<file path="src/rtl/spike_aer_encoder_pkg.sv">
// Shared definitions for the spike-to-AER encoder: parameter defaults,
// FSM state encoding and the address-width helper.
package spike_aer_encoder_pkg;

    localparam int N_IN_DEF    = 32;
    localparam int FRAME_W_DEF = 16;
    localparam int DROP_W      = 8;

    // IDLE: nothing pending; EMIT: pending bits nonzero; DONE: one-cycle frame end
    typedef enum logic [1:0] {
        ST_IDLE = 2'd0,
        ST_EMIT = 2'd1,
        ST_DONE = 2'd2
    } state_t;

    // Address width for n inputs; never below one bit so a 1-input build stays legal
    function automatic int addr_w(input int n);
        return (n > 1) ? $clog2(n) : 1;
    endfunction

endpackage

</file>
<file path="src/rtl/spike_aer_encoder_if.sv">
// Address-event output bus of the spike encoder.
//
// Handshake: the master raises valid with addr/frame/last stable; the event
// transfers on any rising clk edge where valid and ready are both high. While
// valid is high and ready is low, addr, frame and last do not change. ready
// has no effect while valid is low.
interface spike_aer_encoder_if
    import spike_aer_encoder_pkg::*;
#(
    parameter int N_IN    = N_IN_DEF,
    parameter int FRAME_W = FRAME_W_DEF
);
    localparam int AW = addr_w(N_IN);

    logic               valid;
    logic               ready;
    logic [AW-1:0]      addr;
    logic [FRAME_W-1:0] frame;
    logic               last;

    modport master (output valid, output addr, output frame, output last, input ready);
    modport slave  (input valid, input addr, input frame, input last, output ready);

endinterface

</file>
<file path="src/rtl/spike_aer_encoder_prio_enc.sv">
// Lowest-set-bit priority encoder: index and one-hot of the least
// significant set bit, plus an any-set flag.
module spike_prio_enc
    import spike_aer_encoder_pkg::*;
#(
    parameter int N_IN = N_IN_DEF,
    parameter int AW   = addr_w(N_IN)
) (
    input  logic [N_IN-1:0] i_vec,
    output logic [AW-1:0]   o_idx,
    output logic [N_IN-1:0] o_onehot,
    output logic            o_any
);

    // two's-complement trick isolates the lowest set bit
    assign o_onehot = i_vec & (~i_vec + N_IN'(1));
    assign o_any    = |i_vec;

    // scan from the top so the lowest set bit is the final assignment
    always_comb begin
        o_idx = '0;
        for (int i = N_IN - 1; i >= 0; i--) begin
            if (i_vec[i]) o_idx = AW'(i);
        end
    end

endmodule

</file>
<file path="src/rtl/spike_aer_encoder.sv">
// Converts one spike vector per time step into a stream of address events,
// lowest index first, tagged with a frame id. Frames that arrive while a
// frame is still being emitted are dropped and counted.
// All outputs are registered; the event presented next cycle is encoded from
// the pending vector as it will be after this cycle's load/accept.
// frame_done pulses in the cycle after the final event is accepted (or after
// an all-zero frame is taken), including when a new frame is loaded on that
// same final-accept edge.
module spike_aer_encoder
    import spike_aer_encoder_pkg::*;
#(
    parameter int N_IN    = N_IN_DEF,
    parameter int FRAME_W = FRAME_W_DEF
) (
    input  logic                clk,
    input  logic                rst_l,
    input  logic [N_IN-1:0]     spike_word,
    input  logic                frame_valid,
    spike_aer_encoder_if.master aer,
    output logic                frame_done,
    output logic                overflow,
    output logic [DROP_W-1:0]   drop_cnt,
    output state_t              dbg_state
);

    localparam int AW = addr_w(N_IN);

    state_t             r_state;
    logic [N_IN-1:0]    r_pending;
    logic [N_IN-1:0]    r_onehot;
    logic [FRAME_W-1:0] r_frame_cnt;
    logic [FRAME_W-1:0] r_cur_frame;
    logic               r_valid;
    logic [AW-1:0]      r_addr;
    logic               r_last;
    logic               r_frame_done;
    logic               r_overflow;
    logic [DROP_W-1:0]  r_drop_cnt;

    logic               w_accept;
    logic               w_final;
    logic               w_load;
    logic               w_drop;
    logic [N_IN-1:0]    w_pending_nxt;
    logic [AW-1:0]      w_idx;
    logic [N_IN-1:0]    w_onehot;
    logic               w_any;
    logic               w_last;

    // a new frame is taken when idle or on the edge that retires the last event
    assign w_accept = r_valid & aer.ready;
    assign w_final  = w_accept & r_last;
    assign w_load   = frame_valid & ((r_state == ST_IDLE) | w_final);
    assign w_drop   = frame_valid & ~w_load;

    // pending vector after this edge: fresh load, accepted bit cleared, or held
    always_comb begin
        w_pending_nxt = r_pending;
        if (w_load) begin
            w_pending_nxt = spike_word;
        end else if (w_accept) begin
            w_pending_nxt = r_pending & ~r_onehot;
        end
    end

    spike_prio_enc #(
        .N_IN (N_IN),
        .AW   (AW)
    ) u_prio_enc (
        .i_vec    (w_pending_nxt),
        .o_idx    (w_idx),
        .o_onehot (w_onehot),
        .o_any    (w_any)
    );

    // exactly one bit remains when removing the lowest one leaves nothing
    assign w_last = w_any & ((w_pending_nxt & ~w_onehot) == '0);

    // frame FSM with registered event outputs and drop bookkeeping
    always_ff @(posedge clk or negedge rst_l) begin
        if (!rst_l) begin
            r_state      <= ST_IDLE;
            r_pending    <= '0;
            r_onehot     <= '0;
            r_frame_cnt  <= '0;
            r_cur_frame  <= '0;
            r_valid      <= 1'b0;
            r_addr       <= '0;
            r_last       <= 1'b0;
            r_frame_done <= 1'b0;
            r_overflow   <= 1'b0;
            r_drop_cnt   <= '0;
        end else begin
            r_pending    <= w_pending_nxt;
            r_onehot     <= w_onehot;
            r_valid      <= w_any;
            r_addr       <= w_idx;
            r_last       <= w_last;
            r_frame_done <= 1'b0;

            // every offered frame consumes an id, dropped or not
            if (frame_valid) r_frame_cnt <= r_frame_cnt + FRAME_W'(1);
            if (w_load)      r_cur_frame <= r_frame_cnt;

            if (w_drop) begin
                r_overflow <= 1'b1;
                if (r_drop_cnt != {DROP_W{1'b1}}) r_drop_cnt <= r_drop_cnt + DROP_W'(1);
            end

            case (r_state)
                ST_IDLE: begin
                    if (w_load) begin
                        r_state      <= w_any ? ST_EMIT : ST_DONE;
                        r_frame_done <= ~w_any;
                    end
                end
                ST_EMIT: begin
                    if (w_final) begin
                        r_frame_done <= 1'b1;
                        if (w_load) r_state <= w_any ? ST_EMIT : ST_DONE;
                        else        r_state <= ST_DONE;
                    end
                end
                ST_DONE: begin
                    r_state <= ST_IDLE;
                end
                default: begin
                    r_state <= ST_IDLE;
                end
            endcase
        end
    end

    assign aer.valid  = r_valid;
    assign aer.addr   = r_addr;
    assign aer.frame  = r_cur_frame;
    assign aer.last   = r_last;
    assign frame_done = r_frame_done;
    assign overflow   = r_overflow;
    assign drop_cnt   = r_drop_cnt;
    assign dbg_state  = r_state;

endmodule

</file>
<file path="src/flat_wrapper.sv">
// flat-port wrapper written by rule: the top's interface ports become plain ports
module spike_aer_encoder_flat import spike_aer_encoder_pkg::*;
#(
    parameter int N_IN    = N_IN_DEF,
    parameter int FRAME_W = FRAME_W_DEF
)
  (clk, rst_l, spike_word, frame_valid, frame_done, overflow, drop_cnt, dbg_state, aer_valid, aer_addr, aer_frame, aer_last, aer_ready);
  spike_aer_encoder_if #(.N_IN(N_IN), .FRAME_W(FRAME_W)) aer_i ();
  input  logic clk;
  input  logic rst_l;
  input  logic [N_IN-1:0] spike_word;
  input  logic frame_valid;
  output logic frame_done;
  output logic overflow;
  output logic [DROP_W-1:0] drop_cnt;
  output state_t dbg_state;
  output wire logic [$bits(aer_i.valid)-1:0] aer_valid;
  output wire logic [$bits(aer_i.addr)-1:0] aer_addr;
  output wire logic [$bits(aer_i.frame)-1:0] aer_frame;
  output wire logic [$bits(aer_i.last)-1:0] aer_last;
  input wire logic [$bits(aer_i.ready)-1:0] aer_ready;
  assign aer_valid = aer_i.valid;
  assign aer_addr = aer_i.addr;
  assign aer_frame = aer_i.frame;
  assign aer_last = aer_i.last;
  assign aer_i.ready = aer_ready;
  spike_aer_encoder #(.N_IN(N_IN), .FRAME_W(FRAME_W)) u_core (.clk(clk), .rst_l(rst_l), .spike_word(spike_word), .frame_valid(frame_valid), .aer(aer_i), .frame_done(frame_done), .overflow(overflow), .drop_cnt(drop_cnt), .dbg_state(dbg_state));
endmodule
</file>
<file path="config.mk">
export PLATFORM = sky130hd
export DESIGN_NAME = spike_aer_encoder_flat
export DESIGN_NICKNAME = d
export VERILOG_FILES = /design/src/rtl/spike_aer_encoder_pkg.sv /design/src/rtl/spike_aer_encoder_if.sv /design/src/rtl/spike_aer_encoder_prio_enc.sv /design/src/rtl/spike_aer_encoder.sv /design/src/flat_wrapper.sv
export SDC_FILE = /design/constraint.sdc
export NUM_CORES = 1
export LEC_CHECK = 0
export CORE_MARGIN = 5
export CORE_UTILIZATION = 40
export DETAILED_ROUTE_END_ITERATION = 10
export PLACE_DENSITY = 0.62
export RECOVER_POWER = 25
export REMOVE_ABC_BUFFERS = 1
export SETUP_SLACK_MARGIN = 0.05
export SYNTH_ARGS = -nofsm -noshare
export SYNTH_HDL_FRONTEND = slang
export SYNTH_SLANG_ARGS = --single-unit
</file>
<file path="constraint.sdc">
create_clock -name clk -period 4.5 [get_ports clk]
set_clock_uncertainty 0.2 [all_clocks]
set_input_delay 0.45 -clock clk [delete_from_list [all_inputs] [get_ports clk]]
set_output_delay 0.45 -clock clk [all_outputs]
set_load 0.02 [all_outputs]
</file>
# Word level (Yosys, flattened, before mapping)
# Index checks and enable logic that the tools add are counted.
# word_totals
inputBits	36
regBits	115
out_inout_bits	35
wordCells	79
# classes
n_bitwise	14
eq_ne	4
addsub	3
mux	42
reduce_logical	5
# op_table
operator	count
$mux W5	32
$and A32 B32 Y32	3
$not A32 Y32	3
$mux W32	2
$add A32 B1 Y32 const B	1
$logic_not A32 Y1	1
$reduce_or A32 Y1	1
$add A16 B1 Y16 const B	1
$add A8 B1 Y8 const B	1
$mux W2	4
$ne A8 B8 Y1 const B	1
$and A1 B1 Y1	5
$ne A2 B1 Y1 const B	2
$pmux W2 S2	1
$reduce_and A2 Y1	2
$eq A2 B1 Y1 const B	1
$logic_not A2 Y1	1
$mux W1	2
$not A1 Y1	2
$pmux W1 S2	1
$or A1 B1 Y1	1

# Longest topological paths before layout
# Gate-level depths: netlist (run 1).
# depth
ltp_word	37
depth_mapped	14
depth_no_buf	9

# Hierarchy
# A second synthesis (run 1) with hierarchy kept.
# hier_totals
cells_unflattened	531
hier_area_um2	5380.2
# by_module_without_submodules
module	seq_area_each_um2	n_inst	area_each_um2	cells_each
spike_aer_encoder	2877.8	1	4643.2	417
spike_prio_enc	0.0	1	737.0	114

# Worst setup path after synthesis (run 1)
# Ideal clock, no wire load.
# synth_timing
path_kind	register to register
from	register u_core.r_valid (netlist: u_core.aer.valid)
to	register u_core.r_last (netlist: u_core.aer.last)
n_path_buf	1
period_less_slack_ns	3.217
setup_slack_ns	1.283
stages_incl_launch_ff	9
arrival_time_ns	2.906
setup_ns	0.111
cell_sequence	dfrtp_1 > and3_1 > buf_6 > o21ai_1 > mux2_2 > or4_1 > a2111oi_1 > o21ai_1 > a2111oi_2
# synth_via
elab_chain_cells	12
elab_cells_between_ends	14
classes_between	1 x add/sub; 2 x mux; 9 x bitwise; 2 x reduce/logical
# synth_rtl
element	line	text
start, declared	spike_aer_encoder.sv:33	logic r_valid;
start signal, assigned	spike_aer_encoder.sv:96	r_valid <= w_any;
$and A1 B1 Y1 (*)	spike_aer_encoder.sv:51	assign w_accept = r_valid & aer.ready;
$and A1 B1 Y1	spike_aer_encoder.sv:52	assign w_final = w_accept & r_last;
$or A1 B1 Y1	spike_aer_encoder.sv:53	assign w_load = frame_valid & ((r_state == ST_IDLE) | w_final);
$and A1 B1 Y1	spike_aer_encoder.sv:53	
$mux W32 (*)	spike_aer_encoder.sv:59	if (w_load) begin
named net u_core.u_prio_enc.i_vec[22]	spike_aer_encoder_prio_enc.sv:9	input logic [N_IN-1:0] i_vec,
$not A32 Y32	spike_aer_encoder_prio_enc.sv:16	assign o_onehot = i_vec & (~i_vec + N_IN'(1));
$add A32 B1 Y32	spike_aer_encoder_prio_enc.sv:16	
$and A32 B32 Y32	spike_aer_encoder_prio_enc.sv:16	
$not A32 Y32	spike_aer_encoder.sv:77	assign w_last = w_any & ((w_pending_nxt & ~w_onehot) == '0);
$and A32 B32 Y32	spike_aer_encoder.sv:77	
$logic_not A32 Y1	spike_aer_encoder.sv:77	
$and A1 B1 Y1 (*)	spike_aer_encoder.sv:77	
named net u_core.w_last	spike_aer_encoder.sv:48	logic w_last;
end signal, assigned	spike_aer_encoder.sv:98	r_last <= w_last;
end, declared	spike_aer_encoder.sv:35	logic r_last;
# Mark *: on every way through the listed nets, which the timed path passes. The rest lies on a longest branch.
# A chain may end at the register's enable or synchronous reset.

# Final worst setup path (run 1)
# layout_timing
from	input port aer_ready
to	register u_core.r_last (netlist: u_core.aer.last)
# layout_via
elab_chain_cells	12
elab_cells_between_ends	14
classes_between	1 x add/sub; 2 x mux; 9 x bitwise; 2 x reduce/logical
# layout_rtl
element	line	text
start, declared	flat_wrapper.sv:21	input wire logic [$bits(aer_i.ready)-1:0] aer_ready;
$and A1 B1 Y1 (*)	spike_aer_encoder.sv:51	
$and A1 B1 Y1	spike_aer_encoder.sv:52	
$or A1 B1 Y1	spike_aer_encoder.sv:53	
$and A1 B1 Y1	spike_aer_encoder.sv:53	
$mux W32 (*)	spike_aer_encoder.sv:59	
$not A32 Y32	spike_aer_encoder_prio_enc.sv:16	
$add A32 B1 Y32	spike_aer_encoder_prio_enc.sv:16	
$and A32 B32 Y32	spike_aer_encoder_prio_enc.sv:16	
$not A32 Y32	spike_aer_encoder.sv:77	
$and A32 B32 Y32	spike_aer_encoder.sv:77	
$logic_not A32 Y1	spike_aer_encoder.sv:77	
$and A1 B1 Y1 (*)	spike_aer_encoder.sv:77	
named net u_core.w_last	spike_aer_encoder.sv:48	
# Marked as above.

==> results of run 1 <==
[worst min-delay path, cell delays in order, from the launching register on]
cell and delay [ns]:
dfrtp_1 0.33, nand2_1 0.05, nand2_1 0.06
[placed cells by master (no fill, tap or decap), types with 17 or more instances in the layout]
master	n
dfrtp_1	114
clkbuf_16	17
nor2_1	59
clkdlybuf4s50_1	69
a21oi_1	32
nand3_1	25
nand2_1	118
nor3_1	19
buf_4	19
inv_1	30
[power by group]
group / switching, W / internal, W
clock: 0.000470 / 0.000814
combinational: 0.000996 / 0.000642
sequential: 0.000192 / 0.00130
total: 0.00166 / 0.00276
[sequential cells by signal (all words and copies together), names as in the netlist, 2 cells and up]
signal              cells
u_core.drop_cnt         8
u_core.r_frame_cnt     16
u_core.r_onehot        31
u_core.aer.frame       16
u_core.dbg_state        2
u_core.r_pending       32
u_core.aer.addr         5
[metrics by stage]
step	power, W	util [%]	setup TNS (ns)	hold WS (ns)
6_report	0.00442	51.9	0	0.273
5_1_grt	0.00471	51.9	0	0.301
4_1_cts	0.00444	52.0	0	0.0584
3_5_place_dp	0.00314	47.9	0	0.263
3_3_place_gp	0.00312	47.9	0	0.264
2_1_floorplan	0.00254	-	-0.574	-0.0456
[layer usage]
layer  global-route usage (%)  wire, um  vias to the layer above
met3                     4.38       740                       24
met2                     30.5      7200                      157
met5                        0         0                        -
met1                     26.0      7070                     2366
met4                     7.27       295                        0
li1                         -         -                     2336
[synthesized netlist by cell type (5+ instances only)]
cell | number | area [sq um]
nor2b_1 | 6 | 37.5
a31oi_1 | 6 | 37.5
buf_2 | 10 | 50.1
a21boi_0 | 9 | 67.6
o221ai_1 | 9 | 78.8
nor2_1 | 59 | 221
xor2_1 | 6 | 52.6
o31ai_1 | 5 | 37.5
and3_1 | 11 | 68.8
clkbuf_1 | 7 | 26.3
a21oi_1 | 32 | 160
o2111ai_1 | 6 | 52.6
inv_1 | 30 | 113
o21a_1 | 7 | 52.6
nand2b_1 | 12 | 75.1
and2_1 | 8 | 50.1
nand3_1 | 25 | 125
o21ai_0 | 15 | 75.1
dfrtp_1 | 114 | 2850
o211ai_1 | 6 | 45.0
nor3_1 | 19 | 95.1
xnor2_1 | 16 | 140
nand2_1 | 118 | 443
nor4_1 | 5 | 31.3
mux2i_1 | 11 | 110
mux2_2 | 7 | 78.8
[kinds of logic (layout without fill, tap and decap cells)]
kind of cell | count (synthesis) | after routing
simple gates | 278 | 278
compound gates | 130 | 130
flops | 114 | 114
xor+xnor | 22 | 22
mux | 18 | 18
buf+inv | 54 | 152
fa+ha+maj | 3 | 3
[final timing paths]
check	start	endpoint	depth (start not counted)
worst min-delay path	u_core.aer.frame[11]$_DFFE_PN0P_	u_core.aer.frame[11]$_DFFE_PN0P_	2
min in group asynchronous	rst_l	u_core.r_pending[23]$_DFF_PN0_	1
max in group asynchronous	rst_l	u_core.aer.frame[4]$_DFFE_PN0P_	2
worst min register to register	u_core.aer.frame[11]$_DFFE_PN0P_	u_core.aer.frame[11]$_DFFE_PN0P_	2
worst max-delay path	aer_ready	u_core.aer.last$_DFF_PN0_	10
worst max register to register	u_core.aer.valid$_DFF_PN0_	u_core.aer.last$_DFF_PN0_	9
[final cells by class]
cell class              instances  area share (%)
repair buffers                 89            11.5
inverters                      31            1.60
multi-input cells             451            36.7
clock buffers                  24            6.77
well taps                     180            3.10
flip-flops and latches        114            39.3
clock inverters                 8            1.07
==> flow_summary_export.csv, run 1 <==
group,metric,value,unit
critical_path,r2r_setup_slack,0.62,ns
power,p_leak,3.30,nW
layout,multi_input_area,2660,sq um
yosys,synth_top_family_by_area,"simple AND/OR/NAND/NOR gates",
clocking,cts_root_buf,"clkbuf_16",
critical_path,cp_data_arrival_time,4.02,ns
critical_path,endpoint_kind,"flop",
clocking,clock_latency,0.42,ns
die,io_pins,71,
clocking,cts_setup_buffers,0,
grt,grt_start_max_net_pins,83,
layout,final_area,7270,sq um
clocking,clockBufferDepth,2,
placement,hpwlAfterDp,11.2,mm
clocking,cts_buffers,17,
clocking,cts_htree_levels,4,
critical_path,required,4.61,ns
grt,grt_overflow,0,
placement,place_ws,0.283,ns
drt,vias,4883,
layout,nNetsFinal,742,
sta,period_share,86.9,%
layout,n_antenna_cell,0,
layout,seq_area,2850,sq um
flow_run,cap_violations,1,
yosys,avgSynthCellArea,9.28,sq um
clocking,cts.reportedPaths.clkPinSlew,0.06,ns
outcome,outcome,"complete, but fails checks",
sta,final_max_slew_viol_count,83,
placement,portBuffers,70,
layout,drive_gt1_share,9.34,%
sta,fin_ws,0.590,ns
yosys,synth_compound_area_share,16.8,%
hold_path,min_path_type,"flop to flop",
yosys,synthesis.area,5740,sq um
critical_path,path_cells,"clkdlybuf4s50_1 -> and3_1 -> o21a_2 -> buf_4 -> o31ai_1 -> nand3_1 -> a21o_1 -> a222oi_1 -> o2111ai_1 -> a2111oi_2",
grt,grt.total_usage,19.3,%
drt,via_per_inst,5.44,
clocking,cts.repair.resized,0,
grt,antenna_found_initial,0,
power,power_density,608,nW/um^2
sta,worst_pin_slew,2.03,ns
drt,wirelength,15.3,mm
yosys,synthSimpleGateAreaFrac,22.1,%
die,core,14000,sq um
yosys,synth_seq_area_share,49.7,%
sta,fmax,256,MHz
sta,rsz0062_at_grt,"false",
die,initial_core_util,41.0,%
yosys,muxShareOfSynthArea,3.29,%
sta,hold_viol,0,
critical_path,crit_fanout,16,
die,std_cell_rows,43,
yosys,syn_inst,619,
drt,drtIter0Drc,455,
critical_path,timing.critical_path.from_type,"primary input",
power,vdd_drop_max,0.271,mV
grt,grt_pass1_wl,25.5,mm
yosys,yosys_warnings,0,
critical_path,crit_type,"primary input to flop",
layout,fillers,1292,
outcome,violations,"capacitance limit, slew limit",
yosys,synth-seq-cells,114,
yosys,yosysUniqueCellTypes,63,
sta,max_slew_margin,-35.4,%
yosys,ys.flop_type,"dfrtp_1",
drt,wl_per_cell,17.1,um
drt,ant_nets,0,
critical_path,critPathSlowestCell,"o31ai_1",
die,die_x,130,um
drt,dr.pass1.iters,5,
clocking,cts_tree,"yes",
clocking,clock-sinks,114,
yosys,synth_edf_count,0,
layout,final_cells,897,
drt,drc_errors,0,
layout,synthToLayoutAreaGrowth,26.5,%
yosys,synth-xor-area-share,3.36,%
clocking,postCtsHoldBufs,0,
sta,fin_crit,3.91,ns
critical_path,critPathMaxStageDelay,0.55,ns
die,die-area,16900,sq um
critical_path,cp_num_buf_inv,2,
sta,setup_viol,0,
die,chipHeight,130,um
critical_path,crit_family,"compound AO/OA/AOI/OAI gates",
yosys,async_flop_share,100,%
grt,grt_pass1_vias,5082,
placement,gp_congestion,0.916,
yosys,synth_adder_area_share,0.610,%
placement,place_area,6700,sq um
placement,place_inst,865,
Note: power is estimated with default switching activity, not from simulation.
==> run 2: changes to the inputs <==
ABC_AREA = 1   (was unset)
PLACE_DENSITY = 0.64   (was 0.62)
clock period = 3.3 ns   (was 4.5 ns; I/O delays follow)
==> flow_summary_export.csv, run 2 <==
group,metric,value,unit
yosys,synthTopCellsByCount,"114 x dfrtp_1, 99 x inv_1, 95 x nand2_1",
drt,ant_nets,0,
sta,worst_pin_slew,0.574,ns
layout,fillers,1157,
power,vdd_drop_max,0.324,mV
yosys,synthesis.area,5340,sq um
critical_path,cp_data_arrival_time,3.30,ns
clocking,cts_htree_levels,4,
grt,grt_pass1_wl,22.5,mm
layout,max_flop_register,"u_core.r_pending",
flow_run,cap_violations,0,
critical_path,endpoint_kind,"flop",
sta,max_slew_margin,61.7,%
layout,layout_common_cells,"122 x buf_4, 114 x dfrtp_1, 97 x inv_1",
yosys,ys.flop_type,"dfrtp_1",
yosys,synth_seq_area_share,53.4,%
sta,fin_crit,3.16,ns
placement,portBuffers,70,
yosys,synth.area.top_cells,"dfrtp_1 53%, nand3_1 7.2%, inv_1 7.0%, nand2_1 6.7%, nor2_1 4.4%",
placement,hpwlAfterDp,9.60,mm
grt,grt_pass1_vias,4906,
clocking,cts_root_buf,"clkbuf_16",
yosys,yosysMostFrequentCell,"dfrtp_1",
layout,synthToLayoutAreaGrowth,48.1,%
die,core,13100,sq um
die,initial_core_util,40.6,%
critical_path,crit_type,"flop to flop",
yosys,async_flop_share,100,%
drt,vias,4784,
yosys,syn_inst,613,
die,chipHeight,126,um
placement,gp_congestion,0.901,
sta,fmax,316,MHz
clocking,cts.reportedPaths.clkPinSlew,0.05,ns
die,std_cell_rows,42,
layout,top_regs,"u_core.r_pending x32, u_core.r_onehot x31",
yosys,synth_edf_count,0,
critical_path,crit_fanout,10,
sta,final_max_slew_viol_count,0,
critical_path,r2r_cells,22,
yosys,synth-seq-cells,114,
layout,final_area,7900,sq um
sta,setup_viol,0,
placement,place_area,7110,sq um
critical_path,timing.critical_path.from_type,"flop",
die,io_pins,71,
die,die_x,126,um
layout,drive_gt1_share,27.4,%
yosys,yosys_warnings,0,
grt,grt.total_usage,17.6,%
hold_path,min_path_type,"primary input to async pin",
clocking,cts_buffers,17,
clocking,clock_latency,0.42,ns
outcome,outcome,"complete, no violations",
layout,largest_reg_flops,32,
grt,grt_overflow,0,
layout,nNetsFinal,855,
layout,final_util,60.2,%
drt,drtIter0Drc,259,
clocking,clockBufferDepth,2,
layout,n_antenna_cell,0,
die,die-area,15800,sq um
layout,final_common_cell,"buf_4",
sta,hold_viol,0,
clocking,cts_tree,"yes",
yosys,avgSynthCellArea,8.71,sq um
yosys,yosysUniqueCellTypes,39,
drt,wirelength,13.6,mm
critical_path,r2r_start,"u_core.aer.valid$_DFF_PN0_",
sta,period_share,95.8,%
yosys,synth_top_area_cell,"dfrtp_1",
critical_path,r2r-end,"u_core.aer.last$_DFF_PN0_",
drt,wl_per_cell,13.5,um
critical_path,required,3.44,ns
clocking,clock-sinks,114,
drt,drc_errors,0,
sta,rsz0062_at_grt,"true",
grt,grt_start_max_net_pins,74,
drt,dr.pass1.iters,4,
power,p_leak,3.97,nW
yosys,synth.top_cell.area_share,53.4,%
power,power_density,941,nW/um^2
grt,antenna_found_initial,0,
drt,via_per_inst,4.76,
critical_path,r2r_setup_slack,0.14,ns
[run 2: worst max path at each step]
stage                                     from                            to  slack (ns)  depth (start not counted)
6_report            u_core.aer.valid$_DFF_PN0_     u_core.aer.last$_DFF_PN0_        0.14                         22
5_1_grt             u_core.aer.valid$_DFF_PN0_  u_core.aer.addr[0]$_DFF_PN0_       -0.06                         36
4_1_cts        u_core.dbg_state[0]$_DFFE_PN0P_     u_core.aer.last$_DFF_PN0_        0.04                         23
3_5_place_dp                         aer_ready     u_core.aer.last$_DFF_PN0_       -0.41                         22
3_3_place_gp                         aer_ready  u_core.aer.addr[0]$_DFF_PN0_       -0.35                         36
2_1_floorplan       u_core.aer.valid$_DFF_PN0_     u_core.aer.last$_DFF_PN0_       -0.76                         19
[run 2: cells by family after synthesis]
| logic type | Yosys count | share of synthesized area [%] |
|---|---|---|
| xor gates and xnor gates | 20 | 3.28 |
| muxes | 3 | 0.633 |
| and+or+nand+nor | 272 | 23.7 |
| adders and majority gates | 2 | 0.469 |
| DFF | 114 | 53.4 |
| buffers and inverters | 124 | 9.49 |
| AOI/OAI and AO/OA | 78 | 9.00 |
[run 2: layout make-up]
| type | count | area (sq um) | area share (%) |
|---|---|---|---|
| clock buffers | 27 | 523 | 6.62 |
| repair buffers | 199 | 1750 | 22.2 |
| multi-input cells | 377 | 2080 | 26.3 |
| inverters | 108 | 405 | 5.13 |
| well taps | 176 | 220 | 2.79 |
| clock inverters | 4 | 70.1 | 0.886 |
| flip-flops and latches | 114 | 2850 | 36.1 |
[run 2: per-stage QoR]
step	setup slack (ns)	cells	TNS (ns)	power (W)	hold slack, ns
6_report	0.139	1005	0	0.00744	0.257
5_1_grt	-0.0606	1005	-0.118	0.00796	0.278
4_1_cts	0.0444	995	0	0.00729	0.268
3_5_place_dp	-0.405	963	-1.49	0.00541	0.164
3_3_place_gp	-0.347	963	-1.08	0.00532	0.148
2_1_floorplan	-0.758	597	-2.93	0.00372	-0.166
[run 2: power breakdown]
| part | leakage [nW] | switching (W) | internal [W] | total, W |
|---|---|---|---|---|
| logic | 2.24 | 0.00189 | 0.00167 | 0.00356 |
| clock network | 0.293 | 0.000598 | 0.00122 | 0.00182 |
| registers | 1.44 | 0.000212 | 0.00184 | 0.00205 |
[run 2: layer usage]
layer / wire length (um) / track usage, %
met5: 0 / 0
met4: 333 / 7.02
met3: 539 / 4.52
met2: 6780 / 30.2
met1: 5960 / 21.1
[run 2: critical path: stages (launching register included)]
cell and delay, ns:
dfrtp_1 0.40, nand3_2 0.13, nand2_4 0.17, nand2_8 0.09, buf_12 0.17, nand3_1 0.09
o21ai_2 0.08, nor2_1 0.13, inv_2 0.07, nor2_4 0.11, inv_2 0.06, nor2_4 0.11
nand2_4 0.08, nor2_4 0.09, inv_2 0.05, nor2_4 0.09, inv_2 0.06, nor2_4 0.11
inv_2 0.06, nor2_4 0.09, nand2_1 0.07, or4_4 0.44, a21oi_2 0.14
[run 2: what timing repair did]
| action | 4_1_cts | 5_1_grt |
|---|---|---|
| setup buffers | 0 | 7 |
| gates resized for setup | 3 | 29 |
| cloned | 0 | 3 |
| endpoints found under the hold margin | 41 | 0 |
| setup endpoints to repair | 3 | 4 |
| hold buffers | 1 | 0 |
| pin swaps | 0 | 5 |
